--- src/rtl/deco_prioridad_reg.sv ---
// Registered select-code decoder with a minimum output hold time.
// Latency: code accepted at edge k, salida/salida_valid updated at edge k+1.
// Backpressure: sel_ready high only in IDLE with borrar low; codes offered outside IDLE are dropped, never queued.
//
// Ports:
//   clk, rst_n          single rising-edge clock, async active-low reset
//   sel_i/sel_valid/sel_ready  select-code handshake
//   borrar              synchronous clear of salida and the FSM (wins over everything)
//   salida              registered decoded output (N_CH bits)
//   salida_valid        one-cycle pulse when salida updates
//   fuera_rango         one-cycle pulse alongside salida_valid for an out-of-range code
//   ocupado             high whenever the FSM is not in IDLE
// Build option: define DECO_PRIORIDAD_TERMO_EN for thermometer output instead of one-hot.
module deco_prioridad_reg #(
    parameter int SEL_W    = 4,
    parameter int N_CH     = 8,
    parameter int BASE     = 3,
    parameter int HOLD_CYC = 4
) (
    input  logic             clk,
    input  logic             rst_n,
    input  logic [SEL_W-1:0] sel_i,
    input  logic             sel_valid,
    output logic             sel_ready,
    input  logic             borrar,
    output logic [N_CH-1:0]  salida,
    output logic             salida_valid,
    output logic             fuera_rango,
    output logic             ocupado
);

    typedef enum logic [1:0] {
        IDLE   = 2'd0,
        DECODE = 2'd1,
        HOLD   = 2'd2
    } state_t;

    localparam logic [7:0]     HOLD_LD = 8'(HOLD_CYC - 1);
    localparam logic [SEL_W:0] BASE_X  = (SEL_W+1)'(BASE);
    localparam logic [SEL_W:0] NCH_X   = (SEL_W+1)'(N_CH);

    state_t            state_q, state_d;
    logic [SEL_W-1:0]  sel_q, sel_d;
    logic [7:0]        cnt_q, cnt_d;
    logic [N_CH-1:0]   salida_q, salida_d;
    logic              vld_q, vld_d;
    logic              fr_q, fr_d;

    // Offset computed one bit wider than the code so that codes below BASE
    // land at the top of the range and fail the in-range test instead of
    // wrapping into a valid channel.
    logic [SEL_W:0]    off;
    logic              in_rng;
    logic [N_CH-1:0]   dec_val;

    always_comb begin
        off     = {1'b0, sel_q} - BASE_X;
        in_rng  = (off < NCH_X);
        dec_val = '0;
        for (int i = 0; i < N_CH; i++) begin
`ifdef DECO_PRIORIDAD_TERMO_EN
            dec_val[i] = in_rng && (off >= (SEL_W+1)'(i));
`else
            dec_val[i] = in_rng && (off == (SEL_W+1)'(i));
`endif
        end
    end

    always_comb begin
        state_d  = state_q;
        sel_d    = sel_q;
        cnt_d    = cnt_q;
        salida_d = salida_q;
        vld_d    = 1'b0;
        fr_d     = 1'b0;
        if (borrar) begin
            // Clear dominates both a pending handshake and a DECODE completion.
            state_d  = IDLE;
            cnt_d    = '0;
            salida_d = '0;
        end else begin
            case (state_q)
                IDLE: begin
                    if (sel_valid) begin
                        sel_d   = sel_i;
                        state_d = DECODE;
                    end
                end
                DECODE: begin
                    salida_d = dec_val;
                    vld_d    = 1'b1;
                    fr_d     = ~in_rng;
                    cnt_d    = HOLD_LD;
                    state_d  = HOLD;
                end
                HOLD: begin
                    // Counter loaded with HOLD_CYC-1; leaving on the zero edge
                    // gives exactly HOLD_CYC cycles in this state.
                    if (cnt_q == 8'd0) begin
                        state_d = IDLE;
                    end else begin
                        cnt_d = cnt_q - 8'd1;
                    end
                end
                default: begin
                    state_d = IDLE;
                end
            endcase
        end
    end

    always_ff @(posedge clk or negedge rst_n) begin
        if (!rst_n) begin
            state_q  <= IDLE;
            sel_q    <= '0;
            cnt_q    <= '0;
            salida_q <= '0;
            vld_q    <= 1'b0;
            fr_q     <= 1'b0;
        end else begin
            state_q  <= state_d;
            sel_q    <= sel_d;
            cnt_q    <= cnt_d;
            salida_q <= salida_d;
            vld_q    <= vld_d;
            fr_q     <= fr_d;
        end
    end

    // rst_n gates ready so no handshake is advertised while reset is held.
    assign sel_ready    = rst_n && (state_q == IDLE) && !borrar;
    assign ocupado      = (state_q != IDLE);
    assign salida       = salida_q;
    assign salida_valid = vld_q;
    assign fuera_rango  = fr_q;

endmodule

--- config.mk ---
export PLATFORM = sky130hd
export DESIGN_NAME = deco_prioridad_reg
export DESIGN_NICKNAME = d
export VERILOG_FILES = /design/src/rtl/deco_prioridad_reg.sv
export SDC_FILE = /design/constraint.sdc
export NUM_CORES = 1
export LEC_CHECK = 0
export ABC_CLOCK_PERIOD_IN_PS = 2800
export CORE_UTILIZATION = 54
export DETAILED_ROUTE_END_ITERATION = 10
export MAX_ROUTING_LAYER = met4
export PLACE_DENSITY_LB_ADDON = 0.1
export REMOVE_ABC_BUFFERS = 1
export SLEW_MARGIN = 30
export SYNTH_ARGS = -nofsm -noshare
export SYNTH_HDL_FRONTEND = slang
export SYNTH_SLANG_ARGS = --single-unit
--- constraint.sdc ---
create_clock -name clk -period 2.8 [get_ports clk]
set_input_delay 0.42 -clock clk [delete_from_list [all_inputs] [get_ports clk]]
set_output_delay 0.42 -clock clk [all_outputs]
set_load 0.05 [all_outputs]
# After elaboration in Yosys (flattened, before gate mapping)
# Index checks and enable logic that the tools add are counted.
# Widths: inputs -> output; s select.
[op_classes] n_mul=0 n_eq_ne=12 shifts=0 n_mux=13 n_lt_le_gt_ge=1 div=0 bitwise=2 n_reduce_logical=20 addsub=2
[ops] operator="$mux 8" count=4
[ops] operator="$eq 5x3->1 const B" count=4
[ops] operator="$pmux 8 s2" count=1
[ops] operator="$eq 5x2->1 const B" count=2
[ops] operator="$logic_and 1x1->1" count=10
[ops] operator="$ne 3x3->1 const B" count=3
[ops] operator="$logic_not 8->1" count=1
[ops] operator="$sub 8x1->8 const B" count=1
[ops] operator="$mux 2" count=3
[ops] operator="$pmux 2 s3" count=1
[ops] operator="$eq 5x1->1 const B" count=1
[ops] operator="$logic_not 5->1" count=1
[ops] operator="$lt 5x4->1 const B" count=1
[ops] operator="$sub 4x2->5 const B" count=1
[ops] operator="$mux 1" count=4
[ops] operator="$reduce_and 2->1" count=2
[ops] operator="$reduce_bool 2->1" count=2
[ops] operator="$reduce_and 3->1" count=1
[ops] operator="$reduce_bool 3->1" count=1
[ops] operator="$eq 2x1->1 const B" count=1
[ops] operator="$eq 2x2->1 const B" count=1
[ops] operator="$logic_not 2->1" count=1
[ops] operator="$not 1->1" count=2
[ops] operator="$logic_not 1->1" count=1
[word_totals] mem_count=0 input_bits=8 output_inout_bits=12 mem_bits_rw=0 rom_bits=0 latchBits=0 register_bits=24

# Longest topological paths before layout
[depth] ltp_word=5 mapped_depth=5 ltp_nobuf=5

# Least setup slack after synthesis
# No wires, ideal clock.
[synth_path] path_kind="flip-flop to flip-flop" from="register cnt_q[2]" to="register cnt_q[6]" required_ps=2722 path_buffers=0 path_slack_ps=1194 synth_period_minus_slack_ps=1606 setup_ps=78 t_arrival_ps=1528 path_stages_with_launch=4 cell_sequence="dfrtp_1 -> or4_4 -> or4_1 -> a21oi_1"
[synth_between] elab_chain_len=4
[synth_rtl] element="start, declared" line_no="44" rtl="logic [7:0] cnt_q, cnt_d;"
[synth_rtl] element="start signal, assigned" line_no="123" rtl="cnt_q <= cnt_d;"
[synth_rtl] element="$sub 8x1->8" line_no="102" rtl="cnt_d = cnt_q - 8'd1;"
[synth_rtl] element="$mux 8" line_no="99" rtl="if (cnt_q == 8'd0) begin"
[synth_rtl] element="$pmux 8 s2" line_no="82" rtl="case (state_q)"
[synth_rtl] element="$mux 8" line_no="76" rtl="if (borrar) begin"
# Several ways; a longest one is shown, not always the timed one. The select of a mux whose other input is x is not followed.
# A chain may end at the register's enable or synchronous reset.

# Worst setup path in the final report
[layout_path] from="register state_q[1]" to="output ocupado"
[layout_between] elab_chain_len=1
[layout_rtl] element="start, declared" line_no="42" rtl="state_t state_q, state_d;"
[layout_rtl] element="start signal, assigned" line_no="121" rtl="state_q <= state_d;"
[layout_rtl] element="$reduce_bool 2->1" line_no="132" rtl="assign ocupado = (state_q != IDLE);"
[layout_rtl] element="end, declared" line_no="29" rtl="output logic ocupado"
# Every way passes these cells.

==> metrics <==
maximum clock frequency=453 MHz; leak pwr=0.561 nW; Synth top cells by count=dfrtp_1 (24), a21oi_1 (7), nand3_1 (5), nor3_1 (5), o2bb2ai_1 (5); # diodes=0; CTS Buf Count=3; PD cells=500 nW/µm²; Worst EP required=2.38 ns; Final HPWL DP=1.56 mm; Final setup viols=0; Starting Density=57.2%; Tot GR Track Use=21.6%; Worst slew margin=51.3%; Clock Latency Late Sink=0.30 ns; Routed wire per std cell=14.4 µm; Ys Warns=0; worst hold path class=register to register; TritonCTS clock tree=yes; ANT nets after route=0; Filler Cells Inserted=169; Worst-path clk slew=0.12 ns; sequential power share=57.8%; max-cap violations=0; Clock Tree Root=clkbuf_4; layout net count=133; DP Worst Slack=0.769 ns; DRC=0; chip height=47.6 µm; flops & latches, synth=24; Core ar.=1960 µm²; Max clock buf depth=2; fin. max-slew vios=0; Comb pwr share=21.0%; setup_tns=0 ns; Worst Tran Pin Value=0.724 ns; num rows=16; switching fraction of total power=29.7%; RSZ-0062 raised after global routing=no; Post-CTS Setup Repair Bufs=0; synthesis-to-finish area growth=22.5%; Worst EP arrival=1.79 ns; layout cells sized above 1=10.7%; Post-Route WL=2.14 mm; post-synth cell types=35; vias in the first global route=731; worst setup margin=0.592 ns; Critical Path End Type=output port; DR vias=870; hold slack=0.505 ns; most frequent cell after synthesis=dfrtp_1; clock sink count=24; Sw Pwr=204 µW; Worst Clk Skew=0.00228 ns; hold_buf cts=0; antenna violations before repair=0; Die Width=47.6 µm; Seq/Total Area, Yosys=53.5%; final hold violations=0; post-CTS resize count=0; Detailed Routing Iterations Pass 1=4; VDD IR-drop max=0.000460 V; Die ar.=2260 µm²; first-pass GRT wire length=3.24 mm; Synth Flop Type=dfrtp_1; htree depth=1; DR iter-0 viols=20; Async SR Flop Fraction=100%; worst setup path category=register to output port; vias per cell=5.88; largest net degree at the start of global routing=25; min cycle time layout=2.21 ns; Worst setup SP type=register; status=finished clean; post-synth top area cell=dfrtp_1; post-synth top area share=53.5%; EDFF count, synth=0; Port Buffer Count=19; post-synthesis cell count=101; Worst Path Max Fanout=8; synth top area cells=dfrtp_1 (54%), mux2_2 (4.0%), o2bb2ai_1 (3.9%); Cell Area, Synth=1120 µm²; GP Congestion=0.764; syn avg cell area=11.1 µm²; Int Power=483 µW; Top Ports=20; Final Cycle Share=78.9%; Clock Power Share=21.1%; GRT Residual Overflow=0
==> registers in the layout, indices dropped and copies added, names as in the netlist <==
signal        cells
cnt_q             8
state_q           2
salida            8
salida_valid      1
sel_q             4
fuera_rango       1
==> area by class of cell <==
type | count | area [µm²] | share of cell area, %
flip-flops and latches | 24 | 601 | 43.7
multi-input cells | 70 | 495 | 36.0
repair buffers | 20 | 208 | 15.1
well taps | 27 | 33.8 | 2.46
clock buffers | 3 | 22.5 | 1.64
inverters | 4 | 15.0 | 1.09
==> layer usage <==
metal / GRT usage [%] / part of all wire [%] / up-vias
li1: - / - / 425
met1: 26.4 / 47 / 434
met2: 35.1 / 50 / 9
met3: 3.40 / 2.1 / 2
met4: 10.0 / 0.66 / 0
met5: - / 0 / -
==> power by group through the flow <==
stage               logic (mW)  clock network (mW)  registers, mW
floorplan               0.0829                   0          0.410
global placement         0.141                   0          0.404
detailed placement       0.145                   0          0.404
CTS                      0.145               0.149          0.397
global route             0.157               0.160          0.401
finish                   0.145               0.145          0.398
==> worst paths after layout <==
| check | endpoint | slack [ns] | from | cells after the start |
|---|---|---|---|---|
| hold / removal | salida[4]$_DFFE_PN0P_ | 0.51 | salida[4]$_DFFE_PN0P_ | 1 |
| hold reg to reg | salida[4]$_DFFE_PN0P_ | 0.51 | salida[4]$_DFFE_PN0P_ | 1 |
| setup reg to reg | cnt_q[0]$_DFFE_PN0P_ | 0.92 | cnt_q[0]$_DFFE_PN0P_ | 5 |
| setup / recovery | ocupado | 0.59 | state_q[1]$_DFFE_PN0P_ | 2 |
| max in group asynchronous | cnt_q[3]$_DFFE_PN0P_ | 2.04 | rst_n | 2 |
| min in group asynchronous | cnt_q[1]$_DFFE_PN0P_ | 0.53 | rst_n | 2 |
==> kinds of logic after synthesis <==
logic type                 count (synthesis)  synth area share [%]
xor gates and xnor gates                   1                 0.781
buffers and inverters                      7                  2.34
adders and majority gates                  2                  2.23
DFF                                       24                  53.5
and+or+nand+nor                           37                  20.3
AOI/OAI and AO/OA                         24                  15.0
muxes                                      6                  5.80
==> placed cells by master, fill, tap and decap left out, types with 2 or more instances in the layout <==
master and n:
a21oi_1 7, and2_1 2, clkbuf_4 3, clkdlybuf4s50_1 18
dfrtp_1 24, ha_1 2, inv_1 4, mux2_2 4
mux2i_1 2, nand2_1 2, nand2b_1 3, nand3_1 5
nand3b_1 2, nand4b_1 2, nor2_1 4, nor3_1 5
o21ai_0 3, o2bb2ai_1 5, o31ai_1 2, or3_2 2
or4_1 3
==> critical path, stage by stage (launching register included) <==
cell and delay (ns):
dfrtp_1 0.47, or2_2 0.32, clkdlybuf4s50_1 0.70
==> through the flow <==
stage                     util [%]  total power, mW  instance area [µm²]  instances
final                         70.1            0.688                 1380        148
after detailed placement      68.9            0.549                 1350        145
after CTS                     70.1            0.691                 1380        148
after global placement        68.9            0.545                 1350        145
after global routing          70.1            0.719                 1380        148
after floorplan                  -            0.493                 1110         98
Power figures use the tool's default switching activity.
